## src/rtl/qdiv_seq.sv

```systemverilog
// Sequential sign-magnitude Q-format divider: one restoring step per clock, start/done handshake.
// Optional feature macro QDIV_ROUND_EN: one extra quotient bit, round half away from zero.
module qdiv_seq #(
  parameter int N = 32,
  parameter int Q = 15
) (
  input  logic         clk,
  input  logic         rst_n,
  input  logic         start,
  input  logic [N-1:0] dividend,
  input  logic [N-1:0] divisor,
  output logic [N-1:0] quotient,
  output logic         done,
  output logic         busy,
  output logic         overflow,
  output logic         div_by_zero
);

`ifdef QDIV_ROUND_EN
  localparam int QW = N + Q;
`else
  localparam int QW = N - 1 + Q;
`endif
  localparam int TW = N - 1 + Q;
  localparam int CW = $clog2(QW + 1);
  localparam logic [CW-1:0] LAST = CW'(QW - 1);

  typedef enum logic [1:0] {IDLE, CALC, FIN} state_t;

  state_t        state_q, state_d;
  logic [CW-1:0] cnt_q, cnt_d;
  logic [QW-1:0] dq_q, dq_d;
  logic [N-2:0]  rem_q, rem_d;
  logic [N-2:0]  dvs_q, dvs_d;
  logic          sign_q, sign_d;
  logic          dz_q, dz_d;
  logic [N-1:0]  quot_q, quot_d;
  logic          done_q, done_d;
  logic          ovf_q, ovf_d;
  logic          dbz_q, dbz_d;

  // Dividend bits shift out of the top of dq while quotient bits shift in at the bottom.
  logic [N-1:0]  shifted;
  logic [N-2:0]  diff;
  logic          noBorrow;
  logic [TW-1:0] qTrunc;
  logic          roundBit;
  logic [N-1:0]  magSum;
  logic          sat;
  logic [N-2:0]  resMag;

  assign shifted  = {rem_q, dq_q[QW-1]};
  assign noBorrow = (shifted >= {1'b0, dvs_q});
  assign diff     = shifted[N-2:0] - dvs_q;

`ifdef QDIV_ROUND_EN
  assign qTrunc   = dq_q[QW-1:1];
  assign roundBit = dq_q[0];
`else
  assign qTrunc   = dq_q;
  assign roundBit = 1'b0;
`endif

  assign magSum = {1'b0, qTrunc[N-2:0]} + {{(N-1){1'b0}}, roundBit};
  assign sat    = (|qTrunc[TW-1:N-1]) | magSum[N-1];
  assign resMag = sat ? {(N-1){1'b1}} : magSum[N-2:0];

  always_ff @(posedge clk or negedge rst_n) begin
    if (!rst_n) begin
      state_q <= IDLE;
      cnt_q   <= '0;
      dq_q    <= '0;
      rem_q   <= '0;
      dvs_q   <= '0;
      sign_q  <= 1'b0;
      dz_q    <= 1'b0;
      quot_q  <= '0;
      done_q  <= 1'b0;
      ovf_q   <= 1'b0;
      dbz_q   <= 1'b0;
    end else begin
      state_q <= state_d;
      cnt_q   <= cnt_d;
      dq_q    <= dq_d;
      rem_q   <= rem_d;
      dvs_q   <= dvs_d;
      sign_q  <= sign_d;
      dz_q    <= dz_d;
      quot_q  <= quot_d;
      done_q  <= done_d;
      ovf_q   <= ovf_d;
      dbz_q   <= dbz_d;
    end
  end

  always_comb begin
    state_d = state_q;
    cnt_d   = cnt_q;
    dq_d    = dq_q;
    rem_d   = rem_q;
    dvs_d   = dvs_q;
    sign_d  = sign_q;
    dz_d    = dz_q;
    quot_d  = quot_q;
    ovf_d   = ovf_q;
    dbz_d   = dbz_q;
    done_d  = 1'b0;
    case (state_q)
      IDLE: begin
        if (start) begin
          dvs_d  = divisor[N-2:0];
          dq_d   = {dividend[N-2:0], {(QW-N+1){1'b0}}};
          rem_d  = '0;
          sign_d = dividend[N-1] ^ divisor[N-1];
          cnt_d  = '0;
          if (divisor[N-2:0] == '0) begin
            // The extra wait cycle in FIN gives divide-by-zero a latency of 2.
            state_d = FIN;
            cnt_d   = CW'(1);
            dz_d    = 1'b1;
          end else begin
            state_d = CALC;
            dz_d    = 1'b0;
          end
        end
      end
      CALC: begin
        dq_d  = {dq_q[QW-2:0], noBorrow};
        rem_d = noBorrow ? diff : shifted[N-2:0];
        if (cnt_q == LAST) begin
          state_d = FIN;
          cnt_d   = '0;
        end else begin
          cnt_d = cnt_q + CW'(1);
        end
      end
      FIN: begin
        if (cnt_q != '0) begin
          cnt_d = cnt_q - CW'(1);
        end else begin
          done_d  = 1'b1;
          state_d = IDLE;
          if (dz_q) begin
            quot_d = {sign_q, {(N-1){1'b1}}};
            ovf_d  = 1'b0;
            dbz_d  = 1'b1;
          end else begin
            quot_d = {sign_q & (|resMag), resMag};
            ovf_d  = sat;
            dbz_d  = 1'b0;
          end
        end
      end
      default: state_d = IDLE;
    endcase
  end

  assign quotient    = quot_q;
  assign done        = done_q;
  assign busy        = (state_q != IDLE);
  assign overflow    = ovf_q;
  assign div_by_zero = dbz_q;

endmodule
```

## config.mk

```make
export PLATFORM = sky130hd
export DESIGN_NAME = qdiv_seq
export DESIGN_NICKNAME = d
export VERILOG_FILES = /design/src/rtl/qdiv_seq.sv
export SDC_FILE = /design/constraint.sdc
export NUM_CORES = 1
export LEC_CHECK = 0
export ABC_AREA = 1
export CAP_MARGIN = 20
export CORE_ASPECT_RATIO = 0.5
export CORE_MARGIN = 2
export CORE_UTILIZATION = 35
export CTS_BUF_LIST = sky130_fd_sc_hd__clkbuf_16
export DETAILED_ROUTE_END_ITERATION = 6
export GPL_ROUTABILITY_DRIVEN = 0
export PLACE_DENSITY = 0.5
export SLEW_MARGIN = 10
export SYNTH_ARGS = -nofsm -noshare
export SYNTH_HDL_FRONTEND = slang
export SYNTH_SLANG_ARGS = --single-unit
```

## constraint.sdc

```tcl
create_clock -name clk -period 2.59 [get_ports clk]
set_input_delay 0.259 -clock clk [delete_from_list [all_inputs] [get_ports clk]]
set_output_delay 0.259 -clock clk [all_outputs]
set_load 0.01 [all_outputs]
```

==> results.json, run 1 <==
{
  "drv_slew": 0,
  "endpoint": "rem_q[14]",
  "clk_latency_ns": 0.45,
  "grt_pass1_wl_mm": 43.57,
  "critPathLaunch": "dq_q[45]",
  "syn2layout_area_growth_pct": 21.05,
  "cts_setup_buffers": 0,
  "wl_per_cell_um": 14.62,
  "max_freq_mhz": 424.9,
  "cts_made_buffers": 17,
  "skew_ns": 0.008180,
  "fin_hold_ws_ns": 0.3293,
  "antenna_found_initial": 0,
  "fillCellCount": 2775,
  "crit_slowest_cell": "dfrtp_1",
  "multi_input_area_um2": 4572,
  "setup_viol": 0,
  "n_antenna_cell": 0,
  "grt_pass1_vias": 8483,
  "critPathKind": "reg2reg",
  "crit_chain": "inv_1 > ha_1 > inv_1 > fa_1 > nand2_1 > nand2_1 > nand3_1 > nand2_1 > nand2_1 > nand3_1 > xnor2_1 > nand2_1 > nand3_1 > nand2_1",
  "critPathMaxFanout": 4,
  "synth_commonest_cells": "nand2_1 (384), inv_1 (227), dfrtp_1 (153)",
  "synth_seq_cells": 153,
  "grt_usage_pct": 19.27,
  "end_kind": "register",
  "critPathTopFamily": "simple AND/OR/NAND/NOR gates",
  "fin_setup_tns_ns": 0,
  "ant_nets": 0,
  "fin_crit_ns": 2.354,
  "yosysTopAreaCell": "dfrtp_1",
  "status": "finished clean",
  "die_area_um2": 28620,
  "synth_nets": 1423,
  "netlist_instances": 1317,
  "yosys_warnings": 0,
  "tightest_slew_ns": 0.6194,
  "synth.most_common_cell": "nand2_1",
  "core_um2": 26590,
  "hold_path.class": "in2async",
  "rrSetupSlack_ns": 0.24,
  "required_ns": 2.92,
  "grt_setup_unrepaired": "no",
  "cts-root-buf": "clkbuf_16",
  "p_leak_nw": 5.776,
  "port_buffers": 102,
  "drt_wl_total_mm": 26.01,
  "grt_overflow": 0,
  "synth.top_cells.by_area": "dfrtp_1 (40%), nand2_1 (15%), inv_1 (8.9%)",
  "ctsHtreeMaxLevel": 4,
  "fin_nets": 1520,
  "cpPeakStageDelay_ns": 0.40,
  "post-place-ws_ns": 0.2108,
  "path_common_cell": "nand2_1",
  "cp.depth": 14,
  "fin_ws_ns": 0.2365,
  "clk_pin_slew_ns": 0.07,
  "cellPowerDensity_nw_per_um2": 1349,
  "syn_area_um2": 9520,
  "die_h_um": 120.6,
  "io_pins": 103,
  "yosysTopAreaCellShare_pct": 40.22,
  "seq_area_frac_synth_pct": 40.22,
  "synth_edf_count": 0,
  "drc": 0,
  "grt_max_degree": 58,
  "async_reset_ff_share_pct": 100.0,
  "cap_violations": 0,
  "ctsLongestPathBuffers": 2,
  "finalHoldViolCount": 0,
  "cp_num_buf_inv": 2,
  "startpoint_type": "register",
  "start_util_pct": 35.80,
  "fp.dieW_um": 237.2,
  "cts_tree": "built",
  "reg2reg_depth": 14,
  "relSlewSlack_pct": 58.65,
  "synth_flop_cell": "dfrtp_1",
  "fin_crit_sh_pct": 90.87,
  "dp_hpwl_mm": 19.56,
  "vias": 8517,
  "dr.pass1.iters": 5,
  "cp.arrival_ns": 2.69,
  "r2r-start": "dq_q[45]",
  "ir_drop_mv": 0.7506,
  "detail_route.iter0.violations": 454,
  "drive_gt1_share_pct": 7.148,
  "ff_latch_area_um2": 3829,
  "cts_sinks": 153,
  "syn_avg_cell_area_um2": 7.229,
  "ys_types": 43,
  "vias_per_cell": 4.788,
  "worstReg2RegEnd": "rem_q[14]",
  "rows": 42
}
-- kinds of logic after synthesis --
family                   share of synthesized area, %
XOR/XNOR                                        2.024
flip-flops                                      40.22
AND/OR/NAND/NOR                                 29.15
AO/OA/AOI/OAI                                   11.47
adder cells (fa/ha/maj)                         5.204
buffers and inverters                           11.93
-- metal layers --
layer	part of all wire, %	vias up	track usage [%]	wire length [µm]
li1	-	4358	-	-
met1	49	3998	26.10	12860
met2	45	138	30.88	11580
met3	4.6	23	4.406	1187
met4	1.5	0	5.542	381
met5	0	-	0	0
-- worst min-delay path by stage --
stage / startpoint / to / slack, ns / depth (start not counted)
floorplan: rst_n / cnt_q[0] / -0.04 / 0
global placement: rst_n / quotient[26] / 0.26 / 1
detailed placement: rst_n / quotient[26] / 0.26 / 1
CTS: rst_n / quotient[26] / 0.34 / 2
global route: rst_n / quotient[26] / 0.38 / 2
finish: rst_n / quotient[26] / 0.33 / 2
-- final cells by class --
class	count	share of cell area [%]
Multi-Input combinational cell	885	39.67
Inverter	236	7.697
Tap cell	352	3.822
Sequential cell	153	33.22
Clock buffer	17	3.691
Clock inverter	15	1.227
Timing Repair Buffer	121	10.67
-- sequential cells by signal, indices dropped and copies added (netlist names) --
signal	flops
dvs_q	31
cnt_q	6
sign_q	1
rem_q	31
state_q	2
div_by_zero	1
dz_q	1
done	1
overflow	1
quotient	32
dq_q	46
-- worst register-to-register path: stages (launching register included) --
cell and delay, ns:
dfrtp_1 0.40, inv_1 0.09, ha_1 0.15, inv_1 0.07
fa_1 0.40, nand2_1 0.09, nand2_1 0.09, nand3_1 0.08
nand2_1 0.12, nand2_1 0.08, nand3_1 0.10, xnor2_1 0.32
nand2_1 0.11, nand3_1 0.08, nand2_1 0.05
-- per-stage QoR --
step | util [%] | total power, mW | area [µm²] | std cells
after global placement | 41.15 | 13.02 | 10940 | 1746
after detailed placement | 41.15 | 13.09 | 10940 | 1746
after CTS | 43.32 | 15.65 | 11520 | 1779
after global routing | 43.34 | 17.10 | 11520 | 1779
after floorplan | - | 10.42 | 9520 | 1317
final | 43.34 | 15.55 | 11520 | 1779
-- report_power, final --
part | internal (mW) | switching, mW
Sequential | 3.39 | 0.590
Combinational | 3.41 | 5.70
Clock | 1.34 | 1.13
Total | 8.13 | 7.41
-- repair_timing --
| action | 4_1_cts | 5_1_grt |
|---|---|---|
| endpoints found under the hold margin | 51 | 0 |
| endpoints found under the setup margin | 0 | 6 |
| hold buffers | 1 | 0 |
| resized for setup | 0 | 1 |
-- cell usage in the layout, fill, tap and decap left out, types with 5 or more instances in the layout --
master,instances
o22ai_1,19
xnor2_1,17
and2_1,8
nand2_2,11
clkdlybuf4s50_1,101
nor2_4,6
a21oi_1,49
xor2_1,5
o21ai_1,23
nor4_1,10
ha_1,37
nor3_1,7
nand4_1,20
inv_1,227
nand2_1,384
nor2_1,85
o21ai_0,60
o211ai_1,27
nand3_1,77
inv_2,8
buf_12,5
nand3b_2,7
dfrtp_1,153
buf_4,13
clkbuf_16,17
No activity file was read; power rests on OpenSTA's default activity.
==> run 2, diff against run 1 <==
Settings changed: CELL_PAD_IN_SITES_DETAIL_PLACEMENT set to 1, CELL_PAD_IN_SITES_GLOBAL_PLACEMENT set to 1, PLACE_DENSITY 0.5 to 0.66.
==> run 2 against run 1 <==
Clock skew up 0.0012 ns. Critical path depth unchanged. Largest power group unchanged. Flip-flop and latch count unchanged. Register-to-register slack worse by 0.03 ns. Die area unchanged. Total power up 2.0%. Sequential share of layout area about the same. Clock power up 5%.
==> results.json, run 2 (synthesis gave the netlist of run 1 again) <==
{
  "largest_reg_flops": 46,
  "reg2reg_depth": 14,
  "port_buffers": 102,
  "core_um2": 26590,
  "fin_crit_ns": 2.380,
  "vias": 8723,
  "post-place-ws_ns": 0.1527,
  "cts_made_buffers": 17,
  "ant_nets": 0,
  "clk_latency_ns": 0.45,
  "grt_pass1_wl_mm": 47.96,
  "fin_crit_sh_pct": 91.91,
  "cp_num_buf_inv": 2,
  "rows": 42,
  "required_ns": 2.93,
  "wl_per_cell_um": 16.16,
  "stdcell_count": 1779,
  "cts_sinks": 153,
  "r2r-start": "dq_q[45]",
  "fp.dieW_um": 237.2,
  "clk_pin_slew_ns": 0.07,
  "cts_tree": "built",
  "cap_violations": 0,
  "finalHoldViolCount": 0,
  "path_common_cell": "nand2_1",
  "die_area_um2": 28620,
  "die_h_um": 120.6,
  "cpPeakStageDelay_ns": 0.41,
  "worstReg2RegEnd": "rem_q[14]",
  "max_freq_mhz": 420.1,
  "drv_slew": 0,
  "skew_ns": 0.009352,
  "startpoint_type": "register",
  "antenna_found_initial": 1,
  "ctsHtreeMaxLevel": 4,
  "grt_usage_pct": 21.27,
  "drive_gt1_share_pct": 7.218,
  "p_leak_nw": 5.783,
  "largest_register": "dq_q",
  "fin_hold_ws_ns": 0.2997,
  "end_kind": "register",
  "drt_wl_total_mm": 28.74,
  "start_util_pct": 35.80,
  "grt_max_degree": 72,
  "vias_per_cell": 4.903,
  "n_antenna_cell": 0,
  "layout_common_cells": "nand2_1 (384), inv_1 (228), dfrtp_1 (153)",
  "fin_setup_tns_ns": 0,
  "fin_nets": 1520,
  "p_total_mw": 15.86,
  "rrSetupSlack_ns": 0.21,
  "cp.arrival_ns": 2.72,
  "status": "finished clean",
  "grt_overflow": 0,
  "io_pins": 103,
  "critPathLaunch": "dq_q[45]",
  "drc": 0,
  "utilization_pct": 43.32,
  "hold_path.class": "in2async",
  "dp.cells": 1746,
  "fin_ws_ns": 0.2096,
  "dp_hpwl_mm": 21.96,
  "stdcell_area_um2": 11520,
  "critPathTopFamily": "simple AND/OR/NAND/NOR gates",
  "ir_drop_mv": 0.5329,
  "critPathMaxFanout": 4,
  "cts-root-buf": "clkbuf_16",
  "relSlewSlack_pct": 58.98,
  "syn2layout_area_growth_pct": 20.99,
  "crit_slowest_cell": "fa_1",
  "dr.pass1.iters": 5,
  "grt_pass1_vias": 9351,
  "final_common_cell": "nand2_1",
  "critPathKind": "reg2reg",
  "fillCellCount": 3296,
  "tightest_slew_ns": 0.6152,
  "grt_setup_unrepaired": "no",
  "detail_route.iter0.violations": 355,
  "placed_cell_area_um2": 10910,
  "crit_chain": "inv_1 > ha_1 > inv_1 > fa_1 > nand2_1 > nand2_1 > nand3_1 > nand2_1 > nand2_1 > nand3_1 > xnor2_1 > nand2_1 > nand3_1 > nand2_1",
  "ctsLongestPathBuffers": 2,
  "cellPowerDensity_nw_per_um2": 1377,
  "setup_viol": 0
}
## run 2: cell count changes in the layout (fill, tap and decap cells not counted), sizes merged
cell / before / now
clkinv: 7 / 5
inv: 241 / 243
bufinv: 1 / 2
clkinvlp: 2 / 1
## run 2: worst max-delay path by stage
| stage | depth (start not counted) | slack (ns) | end |
|---|---|---|---|
| after floorplan | 16 | 0.49 | rem_q[13] |
| after global placement | 11 | 0.21 | rem_q[20] |
| after detailed placement | 16 | 0.15 | rem_q[27] |
| after CTS | 15 | 0.13 | rem_q[7] |
| after global routing | 15 | 0.03 | rem_q[7] |
| final | 14 | 0.21 | rem_q[14] |
## run 2: final cells by class
class | instances | area [µm²] | share of cell area (%)
inverters | 236 | 887.1 | 7.702
multi-input cells | 885 | 4572 | 39.69
clock inverters | 15 | 165.2 | 1.434
repair buffers | 121 | 1200 | 10.42
flip-flops and latches | 153 | 3829 | 33.24
clock buffers | 17 | 425.4 | 3.693
well taps | 352 | 440.4 | 3.824
## run 2: power breakdown
part | leakage, nW | internal (mW) | switching [mW]
sequential | 1.85 | 3.39 | 0.604
clock | 0.294 | 1.44 | 1.15
combinational | 3.64 | 3.38 | 5.90
## run 2: layer usage
layer | part of all wire (%) | up-vias | global-route usage, %
li1 | - | 4350 | -
met1 | 49 | 4231 | 27.47
met2 | 46 | 109 | 35.70
met3 | 3.5 | 33 | 4.498
met4 | 1.7 | 0 | 6.958
met5 | 0 | - | 0
## run 2: worst register-to-register path: stages, from the launching register on
cell	delay, ns
dfrtp_1	0.40
inv_1	0.09
ha_1	0.14
inv_1	0.07
fa_1	0.41
nand2_1	0.09
nand2_1	0.10
nand3_1	0.09
nand2_1	0.12
nand2_1	0.10
nand3_1	0.11
xnor2_1	0.31
nand2_1	0.11
nand3_1	0.08
nand2_1	0.05
## run 2: repair_timing
action / in CTS / in global routing
hold endpoints to repair: 44 / 0
buffers inserted: 0 / 0
hold buffers: 1 / 0
setup endpoints to repair: 0 / 20
resized for setup: 0 / 3
==> run 3, diff against run 2 <==
Settings changed: CAP_MARGIN 20 to not set, GPL_ROUTABILITY_DRIVEN 0 to 1.
==> results of run 3 <==
Same layout as run 2: the final DEF is identical, and so are final timing and power.
